`src/rtl/frame_sync_bridge_pkg.sv`:
```
// Shared types and constants for the frame sync bridge:
// FSM states, default parameters and counter widths.
package frame_bridge_pkg;

    typedef enum logic [1:0] {
        ST_WRITE   = 2'd0,
        ST_PENDING = 2'd1,
        ST_SWAP    = 2'd2
    } bridge_state_e;

    localparam int DEF_NUM_OBJ         = 2;
    localparam int DEF_COORD_W         = 32;
    localparam int DEF_NUM_BTN         = 1;
    localparam int DEF_DEBOUNCE_CYCLES = 1000000;
    localparam int FRAME_CNT_W         = 16;

    function automatic int idx_width(input int n);
        return (n > 1) ? $clog2(n) : 1;
    endfunction

endpackage

```
`src/rtl/frame_sync_bridge_if.sv`:
```
// CPU-side coordinate write / commit bus of the frame sync bridge.
// The CPU drives writes and commits; the bridge returns frame_ready.
interface frame_sync_bridge_if
    import frame_bridge_pkg::*;
#(
    parameter int NUM_OBJ = DEF_NUM_OBJ,
    parameter int COORD_W = DEF_COORD_W
);
    localparam int IDX_W = idx_width(NUM_OBJ);

    logic               obj_wr_en;
    logic [IDX_W-1:0]   obj_wr_idx;
    logic [COORD_W-1:0] obj_wr_x;
    logic [COORD_W-1:0] obj_wr_y;
    logic               commit;
    logic               frame_ready;

    modport master (
        output obj_wr_en, obj_wr_idx, obj_wr_x, obj_wr_y, commit,
        input  frame_ready
    );

    modport slave (
        input  obj_wr_en, obj_wr_idx, obj_wr_x, obj_wr_y, commit,
        output frame_ready
    );

endinterface

```
`src/rtl/frame_sync_bridge_button_debouncer.sv`:
```
// One button: 2-FF synchroniser, stability counter and level register.
// btn_rise flags the edge on which btn_level goes high.
module button_debouncer
    import frame_bridge_pkg::*;
#(
    parameter int DEBOUNCE_CYCLES = DEF_DEBOUNCE_CYCLES
) (
    input  logic clk,
    input  logic reset,
    input  logic btn_raw,
    output logic btn_level,
    output logic btn_rise
);
    localparam int CNT_W =
        (DEBOUNCE_CYCLES > 1) ? $clog2(DEBOUNCE_CYCLES) : 1;
    localparam logic [CNT_W-1:0] CNT_MAX = CNT_W'(DEBOUNCE_CYCLES - 1);

    logic             sync1_q, sync1_d;
    logic             sync2_q, sync2_d;
    logic             level_q, level_d;
    logic [CNT_W-1:0] cnt_q, cnt_d;

    always_comb begin
        sync1_d = btn_raw;
        sync2_d = sync1_q;
        level_d = level_q;
        cnt_d   = cnt_q;
        if (sync2_q == level_q) begin
            cnt_d = '0;
        end else if (cnt_q == CNT_MAX) begin
            cnt_d   = '0;
            level_d = ~level_q;
        end else begin
            cnt_d = cnt_q + 1'b1;
        end
    end

    always_ff @(posedge clk) begin
        if (reset) begin
            sync1_q <= 1'b0;
            sync2_q <= 1'b0;
            level_q <= 1'b0;
            cnt_q   <= '0;
        end else begin
            sync1_q <= sync1_d;
            sync2_q <= sync2_d;
            level_q <= level_d;
            cnt_q   <= cnt_d;
        end
    end

    assign btn_level = level_q;
    assign btn_rise  = level_d & ~level_q;

endmodule

```
`src/rtl/frame_sync_bridge.sv`:
```
// Game CPU / buttons / VGA bridge: debounced sticky buttons and
// double-buffered object coordinates swapped at frame boundaries.
module frame_sync_bridge
    import frame_bridge_pkg::*;
#(
    parameter int NUM_OBJ         = DEF_NUM_OBJ,
    parameter int COORD_W         = DEF_COORD_W,
    parameter int NUM_BTN         = DEF_NUM_BTN,
    parameter int DEBOUNCE_CYCLES = DEF_DEBOUNCE_CYCLES
) (
    input  logic                         clk,
    input  logic                         reset,
    input  logic [NUM_BTN-1:0]           btn_raw,
    input  logic [NUM_BTN-1:0]           btn_ack,
    output logic [NUM_BTN-1:0]           btn_level,
    output logic [NUM_BTN-1:0]           btn_press,
    input  logic                         frame_start,
    frame_sync_bridge_if.slave           cpu,
    output logic [NUM_OBJ*COORD_W-1:0]   active_x,
    output logic [NUM_OBJ*COORD_W-1:0]   active_y,
    output logic [FRAME_CNT_W-1:0]       frame_count,
    output logic [FRAME_CNT_W-1:0]       missed_frames
);
    localparam int IDX_W = idx_width(NUM_OBJ);
    localparam int VEC_W = NUM_OBJ * COORD_W;

    logic [NUM_BTN-1:0] btn_rise;
    logic [NUM_BTN-1:0] press_q, press_d;

    for (genvar i = 0; i < NUM_BTN; i++) begin : g_btn
        button_debouncer #(
            .DEBOUNCE_CYCLES(DEBOUNCE_CYCLES)
        ) u_deb (
            .clk      (clk),
            .reset    (reset),
            .btn_raw  (btn_raw[i]),
            .btn_level(btn_level[i]),
            .btn_rise (btn_rise[i])
        );
    end

    // A new rising edge beats a simultaneous acknowledge.
    assign press_d   = (press_q & ~btn_ack) | btn_rise;
    assign btn_press = press_q;

    bridge_state_e            state_q, state_d;
    logic                     ready_q, ready_d;
    logic [VEC_W-1:0]         shx_q, shx_d;
    logic [VEC_W-1:0]         shy_q, shy_d;
    logic [VEC_W-1:0]         actx_q, actx_d;
    logic [VEC_W-1:0]         acty_q, acty_d;
    logic [FRAME_CNT_W-1:0]   fcnt_q, fcnt_d;
    logic [FRAME_CNT_W-1:0]   miss_q, miss_d;

    always_comb begin
        state_d = state_q;
        shx_d   = shx_q;
        shy_d   = shy_q;
        actx_d  = actx_q;
        acty_d  = acty_q;
        fcnt_d  = fcnt_q;
        miss_d  = miss_q;
        unique case (state_q)
            ST_WRITE: begin
                // Out-of-range indices match no slot and are dropped.
                for (int i = 0; i < NUM_OBJ; i++) begin
                    if (cpu.obj_wr_en && cpu.obj_wr_idx == IDX_W'(i)) begin
                        shx_d[i*COORD_W +: COORD_W] = cpu.obj_wr_x;
                        shy_d[i*COORD_W +: COORD_W] = cpu.obj_wr_y;
                    end
                end
                if (cpu.commit && frame_start) begin
                    state_d = ST_SWAP;
                end else if (cpu.commit) begin
                    state_d = ST_PENDING;
                end else if (frame_start && miss_q != '1) begin
                    miss_d = miss_q + 1'b1;
                end
            end
            ST_PENDING: begin
                if (frame_start) state_d = ST_SWAP;
            end
            ST_SWAP: begin
                actx_d  = shx_q;
                acty_d  = shy_q;
                fcnt_d  = fcnt_q + 1'b1;
                state_d = ST_WRITE;
            end
            default: state_d = ST_WRITE;
        endcase
        ready_d = (state_d == ST_WRITE);
    end

    always_ff @(posedge clk) begin
        if (reset) begin
            state_q <= ST_WRITE;
            ready_q <= 1'b1;
            shx_q   <= '0;
            shy_q   <= '0;
            actx_q  <= '0;
            acty_q  <= '0;
            fcnt_q  <= '0;
            miss_q  <= '0;
            press_q <= '0;
        end else begin
            state_q <= state_d;
            ready_q <= ready_d;
            shx_q   <= shx_d;
            shy_q   <= shy_d;
            actx_q  <= actx_d;
            acty_q  <= acty_d;
            fcnt_q  <= fcnt_d;
            miss_q  <= miss_d;
            press_q <= press_d;
        end
    end

    assign cpu.frame_ready = ready_q;
    assign active_x        = actx_q;
    assign active_y        = acty_q;
    assign frame_count     = fcnt_q;
    assign missed_frames   = miss_q;

endmodule

```
`src/flat_wrapper.sv`:
```
// flat-port wrapper written by rule: the top's interface ports become plain ports
module frame_sync_bridge_flat import frame_bridge_pkg::*;
#(
    parameter int NUM_OBJ         = DEF_NUM_OBJ,
    parameter int COORD_W         = DEF_COORD_W,
    parameter int NUM_BTN         = DEF_NUM_BTN,
    parameter int DEBOUNCE_CYCLES = DEF_DEBOUNCE_CYCLES
)
  (clk, reset, btn_raw, btn_ack, btn_level, btn_press, frame_start, active_x, active_y, frame_count, missed_frames, cpu_obj_wr_en, cpu_obj_wr_idx, cpu_obj_wr_x, cpu_obj_wr_y, cpu_commit, cpu_frame_ready);
  frame_sync_bridge_if #(.NUM_OBJ(NUM_OBJ), .COORD_W(COORD_W)) cpu_i ();
  input  logic clk;
  input  logic reset;
  input  logic [NUM_BTN-1:0] btn_raw;
  input  logic [NUM_BTN-1:0] btn_ack;
  output logic [NUM_BTN-1:0] btn_level;
  output logic [NUM_BTN-1:0] btn_press;
  input  logic frame_start;
  output logic [NUM_OBJ*COORD_W-1:0] active_x;
  output logic [NUM_OBJ*COORD_W-1:0] active_y;
  output logic [FRAME_CNT_W-1:0] frame_count;
  output logic [FRAME_CNT_W-1:0] missed_frames;
  input wire logic [$bits(cpu_i.obj_wr_en)-1:0] cpu_obj_wr_en;
  input wire logic [$bits(cpu_i.obj_wr_idx)-1:0] cpu_obj_wr_idx;
  input wire logic [$bits(cpu_i.obj_wr_x)-1:0] cpu_obj_wr_x;
  input wire logic [$bits(cpu_i.obj_wr_y)-1:0] cpu_obj_wr_y;
  input wire logic [$bits(cpu_i.commit)-1:0] cpu_commit;
  output wire logic [$bits(cpu_i.frame_ready)-1:0] cpu_frame_ready;
  assign cpu_i.obj_wr_en = cpu_obj_wr_en;
  assign cpu_i.obj_wr_idx = cpu_obj_wr_idx;
  assign cpu_i.obj_wr_x = cpu_obj_wr_x;
  assign cpu_i.obj_wr_y = cpu_obj_wr_y;
  assign cpu_i.commit = cpu_commit;
  assign cpu_frame_ready = cpu_i.frame_ready;
  frame_sync_bridge #(.NUM_OBJ(NUM_OBJ), .COORD_W(COORD_W), .NUM_BTN(NUM_BTN), .DEBOUNCE_CYCLES(DEBOUNCE_CYCLES)) u_core (.clk(clk), .reset(reset), .btn_raw(btn_raw), .btn_ack(btn_ack), .btn_level(btn_level), .btn_press(btn_press), .frame_start(frame_start), .cpu(cpu_i), .active_x(active_x), .active_y(active_y), .frame_count(frame_count), .missed_frames(missed_frames));
endmodule
```
`config.mk`:
```
export PLATFORM = sky130hd
export DESIGN_NAME = frame_sync_bridge_flat
export DESIGN_NICKNAME = d
export VERILOG_FILES = /design/src/rtl/frame_sync_bridge_pkg.sv /design/src/rtl/frame_sync_bridge_if.sv /design/src/rtl/frame_sync_bridge_button_debouncer.sv /design/src/rtl/frame_sync_bridge.sv /design/src/flat_wrapper.sv
export SDC_FILE = /design/constraint.sdc
export NUM_CORES = 1
export LEC_CHECK = 0
export ABC_AREA = 1
export CAP_MARGIN = 20
export CORE_UTILIZATION = 50
export DETAILED_ROUTE_END_ITERATION = 8
export PLACE_DENSITY_LB_ADDON = 0.12
export SYNTH_ARGS = -nofsm -noshare
export SYNTH_HDL_FRONTEND = slang
export SYNTH_SLANG_ARGS = --single-unit
```
`constraint.sdc`:
```
create_clock -name clk -period 2.36 [get_ports clk]
set_input_delay 0.708 -clock clk [delete_from_list [all_inputs] [get_ports clk]]
set_output_delay 0.708 -clock clk [all_outputs]
set_load 0.05 [all_outputs]
```
==> flow_metrics.tcl <==
set metrics [dict create \
    status "finished, final reports clean" \
    place_congestion 0.882 \
    synth_warnings 0 \
    drive_gt1_frac 0.0603 \
    slowest_stage "dlygate4sd2_1" \
    start_util 0.508 \
    synth_fp_nets 1662 \
    rr_worst_depth 8 \
    cp_cell_sequence "dlygate4sd2_1" \
    synth_seq_area_share 0.530 \
    final_util 0.648 \
    grt_pass1_vias 10000 \
    async_flop_share 0 \
    grt_max_degree 75 \
    diodes 0 \
    grt_overflow 0 \
    crit_type "reg2out" \
    finalHoldViolations 0 \
    finalMaxSlewViolations 0 \
    holdPathStages 2 \
    max_cap_violations 0 \
    rsz0062_at_grt "no" \
    use_met2 0.408 \
    dp_cells 2074 \
    max_stage_delay_ps 560 \
    placed_area_sq_um 14400 \
    htreeDepth 1 \
    met1_usage 0.320 \
    wl_per_cell_microns 14.3 \
    netlist_area_sq_um 11900 \
    root_buffer "clkbuf_16" \
    syn_area_per_cell_sq_um 7.49 \
    cts_sinks 315 \
    tightestPinTransition_ps 682 \
    dr.first_iter.drc_count 620 \
    yosys_most_used_dff "dfxtp_1" \
    stdcell_count 2126 \
    finalPower_mw 11.9 \
    netlist_instances 1587 \
    fmax_mhz 439 \
    totalNegativeSetupSlack_ps 0 \
    yosysUniqueCellTypes 29 \
    core_area_sq_um 23400 \
    ys_ff_latch 315 \
    fin_ws_ps 80.0 \
    cts_setup_buffers 0 \
    clock_skew_ps 9.44 \
    antenna_found_initial 1 \
    end_kind "output port" \
    drt-total-wl_microns 30300 \
    hold_ws_ps 413 \
    grt_pass1_wl_microns 49100 \
    route.detailed.drc 0 \
    post-place-ws_ps 229 \
    final-setup-viol-count 0 \
    worst-path-stages 1 \
    cts_made_buffers 31 \
    path_delay_family "buffers and inverters" \
    vias_per_cell 5.05 \
    busiest_layer "met2" \
    period_share 0.966 \
    use_met3 0.0478 \
    clockBufferDepth 3 \
    die_y_microns 156 \
    start_kind "register" \
    clk_latency_ps 550 \
    area_growth_pct 27.6 \
    synth_edf_count 0 \
    layout_min_cycle_time_ps 2280 \
    postRouteAntennaNets 0 \
    io_pins 235 \
    vias 10700 \
    holdBufCountCts 0 \
    gr-usage-all-layers 0.246 \
    required_ps 1650 \
    critPathMaxFanout 6 \
    rows 56 \
    final_area_sq_um 15200 \
    post-dp-hpwl_microns 19700 \
    crit_arrival_ps 1570 \
    firstDrtPassIters 5 \
    die_w_microns 156 \
    power_leakage_nw 6.91 \
    nNetsFinal 1863 \
    cts_tree "done" \
    irDropWorstVdd_uv 495 \
    hp-class "reg2reg" \
    slew_headroom 0.545 \
    ctsResizeCount 156 \
    cts.clk_slew.worst_paths_ps 60 \
    cp_num_buf_inv 1 \
    fillers 2201 \
    die_area_sq_um 24400 \
    io_buffers 234 \
    p_per_area_nw_per_um2 783 \
]
where the power goes:
group	total, mW	internal, mW	leakage, nW	switching [mW]
Combinational	1.48	0.465	3.88	1.02
Sequential	5.76	5.61	2.58	0.153
Clock	4.63	2.67	0.461	1.97
cell usage after synthesis, drive strengths merged, types with 5 or more instances:
cell / instances / area share
nand3: 38 / 0.019
nand2: 123 / 0.040
o21ai: 270 / 0.11
a21oi: 27 / 0.011
buf: 51 / 0.026
clkbuf: 39 / 0.013
dfxtp: 315 / 0.53
nand3b: 5 / 0.0032
nor2: 612 / 0.20
nand4: 11 / 0.0058
inv: 75 / 0.024
nor3: 9 / 0.0047
worst reg2reg max path, cell delays in order, from the launching register on:
cell and delay, ps:
dfxtp_1 410, inv_2 80, nor2_4 150, buf_4 290
nand3_1 140, nor2_1 200, nand2_1 70, o21ai_1 130
a21oi_1 50
path summary, 6_finish.rpt:
kind	start	endpoint	slack, ps
worst max-delay path	u_core.missed_frames[12]	missed_frames[12]	80
worst min-delay path	u_core.g_btn[0].u_deb.sync1_q	u_core.g_btn[0].u_deb.sync2_q	410
worst min register to register	u_core.g_btn[0].u_deb.sync1_q	u_core.g_btn[0].u_deb.sync2_q	410
worst max register to register	u_core.state_q[1]	u_core.frame_count[12]	720
cells by family (layout without fill, tap and decap cells):
family          Yosys count  in the layout  share of synthesized area
flops                   315            315                      0.530
xor+xnor                  6              6                    0.00442
fa+ha+maj                 3              3                    0.00316
simple gates            798            798                      0.272
buf+inv                 166            386                     0.0631
compound gates          299            299                      0.126
cell type report:
class / instances / area (sq um) / area share
Tap cell: 319 / 399 / 0.0263
Clock inverter: 5 / 53.8 / 0.00355
Sequential cell: 315 / 6310 / 0.416
Inverter: 76 / 293 / 0.0193
Timing Repair Buffer: 258 / 2400 / 0.158
Multi-Input combinational cell: 1106 / 4830 / 0.319
Clock buffer: 47 / 886 / 0.0584
sequential cells by signal, indices dropped and copies added, names as in the netlist, 2 cells and up:
signal	cells
u_core.shy_q	64
u_core.frame_count	16
u_core.active_y	64
u_core.active_x	64
u_core.shx_q	64
u_core.state_q	2
u_core.g_btn.u_deb.cnt_q	20
u_core.missed_frames	16
per-layer routing:
layer  vias up  wire [microns]
met1      4934           13700
met4         2             780
met5         -              11
li1       5454               -
met2       291           14000
met3        51            1950
cells in the final DEF (no fill, tap or decap), types with 24 or more instances in the layout:
cell,instances
nor2_1,595
dfxtp_1,315
o21ai_0,269
dlygate4sd2_1,156
nand2_1,118
clkdlybuf4s50_1,71
inv_1,70
clkbuf_16,31
nand3_1,30
a21oi_1,27
buf_4,24
No activity file was read; power rests on OpenSTA's default activity.
